### src/rtl/seqmult_pkg.sv
// Shared definitions for the sequential shift-add multiplier.
package seqmult_pkg;

  localparam int DEFAULT_WIDTH = 8;

  typedef enum logic [1:0] {
    IDLE = 2'd0,
    CALC = 2'd1,
    DONE = 2'd2
  } state_t;

endpackage

### src/rtl/seqmult_pipe_hs.sv
// Sequential shift-add multiplier with load/ready and valid/ready handshakes.
// Operands are captured as magnitudes; the sign is reapplied once at the end,
// so the most negative operand value is handled exactly.
module seqmult_pipe_hs
  import seqmult_pkg::*;
#(
  parameter int WIDTH     = DEFAULT_WIDTH,
  parameter int SIGNED_EN = 1
) (
  input  logic                 clk,
  input  logic                 reset,
  input  logic                 load,
  input  logic [WIDTH-1:0]     in_a,
  input  logic [WIDTH-1:0]     in_b,
  input  logic                 in_signed,
  output logic                 ready,
  output logic                 out_valid,
  output logic [2*WIDTH-1:0]   out_prod,
  input  logic                 out_ready
);

  localparam int CW = $clog2(WIDTH + 1);

  state_t               r_state;
  state_t               w_state_next;
  logic [2*WIDTH-1:0]   r_mcand;     // multiplicand magnitude, shifted left per bit
  logic [WIDTH-1:0]     r_mplier;    // multiplier magnitude, shifted right per bit
  logic [2*WIDTH-1:0]   r_acc;
  logic [CW-1:0]        r_cnt;
  logic                 r_sign;
  logic [2*WIDTH-1:0]   r_prod;

  logic                 w_signed_mode;
  logic                 w_a_neg;
  logic                 w_b_neg;
  logic [WIDTH-1:0]     w_a_mag;
  logic [WIDTH-1:0]     w_b_mag;
  logic                 w_accept;
  logic                 w_calc_last;

  // Magnitude extraction; -2^(WIDTH-1) negates to itself, which is its correct unsigned magnitude.
  assign w_signed_mode = (SIGNED_EN != 0) && in_signed;
  assign w_a_neg       = w_signed_mode && in_a[WIDTH-1];
  assign w_b_neg       = w_signed_mode && in_b[WIDTH-1];
  assign w_a_mag       = w_a_neg ? (~in_a + 1'b1) : in_a;
  assign w_b_mag       = w_b_neg ? (~in_b + 1'b1) : in_b;
  assign w_accept      = (r_state == IDLE) && load;
  assign w_calc_last   = (r_state == CALC) && (r_cnt == CW'(WIDTH));

  // State register.
  always_ff @(posedge clk) begin
    if (reset) r_state <= IDLE;
    else       r_state <= w_state_next;
  end

  // Next-state logic: one extra CALC cycle after the last bit latches the signed result.
  always_comb begin
    w_state_next = r_state;
    case (r_state)
      IDLE:    if (load)        w_state_next = CALC;
      CALC:    if (w_calc_last) w_state_next = DONE;
      DONE:    if (out_ready)   w_state_next = IDLE;
      default:                  w_state_next = IDLE;
    endcase
  end

  // Handshake outputs decoded from state.
  always_comb begin
    ready     = 1'b0;
    out_valid = 1'b0;
    case (r_state)
      IDLE:    ready     = 1'b1;
      DONE:    out_valid = 1'b1;
      default: ;
    endcase
  end

  // Datapath: capture, one multiplier bit per CALC cycle, final sign fix-up into r_prod.
  always_ff @(posedge clk) begin
    if (reset) begin
      r_mcand  <= '0;
      r_mplier <= '0;
      r_acc    <= '0;
      r_cnt    <= '0;
      r_sign   <= 1'b0;
      r_prod   <= '0;
    end else if (w_accept) begin
      r_mcand  <= {{WIDTH{1'b0}}, w_a_mag};
      r_mplier <= w_b_mag;
      r_acc    <= '0;
      r_cnt    <= '0;
      r_sign   <= w_a_neg ^ w_b_neg;
    end else if (r_state == CALC) begin
      if (w_calc_last) begin
        r_prod <= r_sign ? (~r_acc + 1'b1) : r_acc;
      end else begin
        if (r_mplier[0]) r_acc <= r_acc + r_mcand;
        r_mcand  <= r_mcand << 1;
        r_mplier <= r_mplier >> 1;
        r_cnt    <= r_cnt + 1'b1;
      end
    end
  end

  assign out_prod = r_prod;

endmodule

### config.mk
export PLATFORM = sky130hd
export DESIGN_NAME = seqmult_pipe_hs
export DESIGN_NICKNAME = d
export VERILOG_FILES = /design/src/rtl/seqmult_pkg.sv /design/src/rtl/seqmult_pipe_hs.sv
export SDC_FILE = /design/constraint.sdc
export NUM_CORES = 1
export LEC_CHECK = 0
export ABC_AREA = 1
export BUFFER_PORTS_ARGS = -buffer_cell sky130_fd_sc_hd__buf_2
export CAP_MARGIN = 20
export CELL_PAD_IN_SITES_DETAIL_PLACEMENT = 0
export CELL_PAD_IN_SITES_GLOBAL_PLACEMENT = 1
export CORE_MARGIN = 2
export CORE_UTILIZATION = 42
export DETAILED_ROUTE_END_ITERATION = 7
export HOLD_SLACK_MARGIN = 0.05
export PLACE_DENSITY_LB_ADDON = 0.1
export SLEW_MARGIN = 40
export SYNTH_ARGS = -nofsm -noshare
export SYNTH_HDL_FRONTEND = slang
export SYNTH_SLANG_ARGS = --single-unit
export TNS_END_PERCENT = 100
### constraint.sdc
create_clock -name clk -period 2.2 [get_ports clk]
set_clock_uncertainty 0.2 [all_clocks]
set_input_delay 0.44 -clock clk [delete_from_list [all_inputs] [get_ports clk]]
set_output_delay 0.44 -clock clk [all_outputs]
set_load 0.02 [all_outputs]
**Word-level counts from Yosys, hierarchy flattened**

Index checks and enable logic that the tools add are counted.
Widths: inputs -> output; s select.

- Register bits: 63
- Input port bits: 21
- Output and inout port bits: 18
- Word-level logic and storage cells: 53

- Add/sub/neg operators: 5
- Equal/unequal tests: 7
- Mux-type cells: 15
- Bitwise gates (word level): 6
- Reductions and logical operators: 12

Operators with widths:

| cell | count |
|---|---|
| $mux 8 | 8 |
| $add 16x1->16 const B | 1 |
| $add 16x16->16 | 1 |
| $add 8x1->8 const B | 2 |
| $mux 16 | 1 |
| $not 16->16 | 1 |
| $not 8->8 | 2 |
| $reduce_and 3->1 | 3 |
| $ne 2x2->1 const B | 4 |
| $mux 2 | 3 |
| $pmux 2 s3 | 1 |
| $add 4x1->4 const B | 1 |
| $eq 4x4->1 const B | 1 |
| $logic_and 1x1->1 | 4 |
| $reduce_and 2->1 | 2 |
| $eq 2x1->1 const B | 1 |
| $eq 2x2->1 const B | 1 |
| $logic_not 2->1 | 1 |
| $mux 1 | 2 |
| $not 1->1 | 2 |
| $reduce_bool 2->1 | 1 |
| $reduce_or 2->1 | 1 |
| $xor 1x1->1 | 1 |

**Depth between registers and ports, before layout**

- Word-level depth: 5
- Depth in mapped cells: 12
- Gate-level depth less buffers: 12

**Least setup slack after synthesis**

OpenSTA, ideal clock, no wires.

- Kind: register to register
- Start point: register r_mcand[0]
- End point: register r_acc[8]
- Library setup time: 0.056 ns
- Data arrival time: 1.671 ns
- Data required time: 1.944 ns
- Slack: 0.273 ns
- Cell stages (with the launch flop): 12
- Path buffers: 0
- Period minus slack after synthesis: 1.927 ns
- Cells stage by stage: dfxtp_1 > ha_1 > inv_1 > fa_1 > inv_1 > nand3_1 > nand3_1 > a21oi_1 > or2_2 > nand3_1 > nand2_1 > inv_1

- Cells in the longest elaborated chain, start to end: 1

RTL lines:

| item | line | text |
|---|---|---|
| start: declaration | seqmult_pipe_hs.sv:26 | `logic [2*WIDTH-1:0] r_mcand;` |
| start signal: assignment | seqmult_pipe_hs.sv:88 | `r_mcand <= {{WIDTH{1'b0}}, w_a_mag};` |
| start signal: assignment | seqmult_pipe_hs.sv:98 | `r_mcand <= r_mcand << 1;` |
| $add 16x16->16 | seqmult_pipe_hs.sv:97 | `if (r_mplier[0]) r_acc <= r_acc + r_mcand;` |
| end signal: assignment | seqmult_pipe_hs.sv:97 |  |
| end: declaration | seqmult_pipe_hs.sv:28 | `logic [2*WIDTH-1:0] r_acc;` |

No other way between the ends.
A chain may end at the register's enable or synchronous reset.

**Worst setup path in the final report**

Same ends and word-level chain as after synthesis.

==> results.toml <==
[outcome]
status = "completed"

[timing]
worstMarginPinSlew_ps = 404
finalHoldViolCount = 0
fin_crit_ps = 2080
setup-violations-final = 0
hold-worst-slack_ps = 152
fin_crit_sh = 0.944
slew_headroom = 0.728
slew_viol_final = 0
fmax_mhz = 481

[routing]
drt-initial-drc-count = 202
routed_wl_mm = 10.6
viasPerCell = 4.75
vias = 4001
remaining_drc_errors = 0
wl_per_cell_um = 12.6
ant_nets = 0
firstDrtPassIters = 5

[placement]
port_buffers = 38
dpl.cell_count = 828
place.gp.congestion = 0.816
placed_area_sq_um = 4460
dp_hpwl_mm = 8.26

[cells_and_area]
drive_gt1_frac = 0.123
fin_nets = 748
fin_area_sq_um = 4700
regArea_sq_um = 1260
finalNonFillerCells = 843
final_core_util = 0.490
syn_to_final_growth_pct = 15.0
multiInputGateArea_sq_um = 2340
n_antenna_cell = 0
nFillCells = 1058

[floorplan]
rows = 36
coreArea_sq_um = 9590
initial_core_util = 0.426
io_pins = 39
chipHeight_um = 103
die_w_um = 103
die-area_sq_um = 10500

[worst_setup_path]
slowest_delay_ps = 390
arrival_ps = 2170
critical_path.cell_chain = "ha_2 -> inv_1 -> fa_1 -> inv_1 -> nand3_1 -> nand3_2 -> a21oi_1 -> or2_2 -> nand3_1 -> nand2_1 -> inv_1"
crit_path_start_kind = "flop"
cp-end-kind = "flop"
crit_path_top_delay_cell = "fa_1"
cpMostUsedCell = "inv_1"
cp_num_buf_inv = 3
cp.required_ps = 2290
critPathKind = "reg2reg"
crit_fanout = 3
cp_top_family = "adder cells"

[pwr]
seq_power_share = 0.422
vdd.ir_drop.worst_mv = 0.253
swShare = 0.278
p_leak_uw = 0.00243
p_per_area_nw_per_um2 = 613
combinationalPowerShare = 0.151
finalPower_uw = 2880
p_int_uw = 2080
p_sw_uw = 801
pwr-share-clk = 0.427

[clock_tree]
clk_path_buf_depth = 2
htreeDepth = 3
cts_made_buffers = 9
clk_latency_ps = 350
cts_tree = "built"
clockRootBuffer = "clkbuf_8"
hold_buffers = 0
clock-sinks = 63
cts.reportedPaths.clkPinSlew_ps = 80

[synth]
synth.distinct_cells = 31
yosysWarnings = 0
seq_area_frac_synth = 0.308
synth.top_cell.area_share = 0.308
yosys-top-cells-area = "dfxtp_1 (31%), nand2_1 (17%), inv_1 (9.2%)"
syn_nets = 703
ys_ff_latch = 63
synthCells = 661
syn_avg_cell_area_sq_um = 6.19
synth_area_leader_cell = "dfxtp_1"
syn_area_sq_um = 4090

[global_route]
grt_max_degree = 21
antenna_found_initial = 0
grt_pass1_vias = 3647
gr-usage-all-layers = 0.217
grt_overflow = 0
grt_pass1_wl_mm = 17.7

[hold_path]
hp-class = "in2reg"

[job]
cap_violations = 0
[stage by stage]
stage                     TNS, ps  setup WS [ps]
after floorplan                 0            273
after global placement          0            160
after detailed placement        0            134
after CTS                       0            103
after global routing        -19.9          -19.9
final                           0            122
[layout by cell type (no fill, tap or decap), types with 7 or more instances in the layout]
cell type and instances:
dfxtp_1 63, a21oi_1 65, nand3_1 55, nand2_1 189, inv_2 9, buf_4 14
xor2_1 13, o21ai_1 7, clkbuf_8 9, o21ai_0 30, inv_1 100, nor2_1 61
buf_2 38, ha_1 19
[power by group through the flow]
stage	sequential (uW)	combinational, uW	clock, uW
3_3_place_gp	1240	433	0
4_1_cts	1220	439	1250
5_1_grt	1220	506	1300
2_1_floorplan	1230	319	0
3_5_place_dp	1240	436	0
6_report	1220	436	1230
[cell families after synthesis]
logic type,Yosys count,synth area share
and+or+nand+nor,321,0.323
AOI/OAI and AO/OA,112,0.144
buffers and inverters,127,0.122
adders and majority gates,21,0.0661
xor gates and xnor gates,17,0.0364
DFF,63,0.308
[cell usage after synthesis, drive strengths merged]
cell	instances
buf	12
a221oi	1
clkbuf	6
a21o	1
nand3	58
o21a	1
ha	20
dfxtp	63
nand4	2
a31oi	2
o221ai	1
xnor2	4
o21ai	38
nand2	192
a21oi	65
nor3	5
nor2	63
or2	1
inv	109
xor2	13
fa	1
o211ai	3
[sequential cells by signal, indices dropped and copies added, names as in the netlist]
| signal | count |
|---|---|
| r_cnt | 4 |
| r_mcand | 16 |
| r_sign | 1 |
| r_state | 2 |
| r_mplier | 8 |
| r_acc | 16 |
| out_prod | 16 |
[worst reg2reg max path: stages (launching register included)]
cell and delay [ps]:
dfxtp_1 360, ha_2 210, inv_1 60, fa_1 390, inv_1 90, nand3_1 90
nand3_2 100, a21oi_1 80, or2_2 270, nand3_1 70, nand2_1 50, inv_1 50
[final cells by class]
type / count / area share
Clock inverter: 6 / 0.0234
Multi-Input combinational cell: 471 / 0.497
Timing Repair Buffer: 52 / 0.0628
Tap cell: 133 / 0.0354
Inverter: 109 / 0.0870
Sequential cell: 63 / 0.268
Clock buffer: 9 / 0.0263
[final timing paths]
check	start	to	slack, ps	cells after the start
worst max register to register	r_mcand[0]	r_acc[8]	120	11
worst max-delay path	r_mcand[0]	r_acc[8]	120	11
worst min register to register	r_mplier[2]	r_mplier[2]	270	2
worst min-delay path	out_ready	r_state[1]	150	4
[per-layer routing]
| layer | global-route usage | part of all wire |
|---|---|---|
| met1 | 0.320 | 0.52 |
| met2 | 0.329 | 0.43 |
| met3 | 0.0332 | 0.048 |
| met4 | 0.0585 | 0.0097 |
| met5 | 0 | 0 |
[timing repair]
action / in CTS / in global routing
resized for setup: 0 / 2
setup buffers: 0 / 0
setup endpoints to repair: 0 / 2
(Power assumes the default switching activity.)
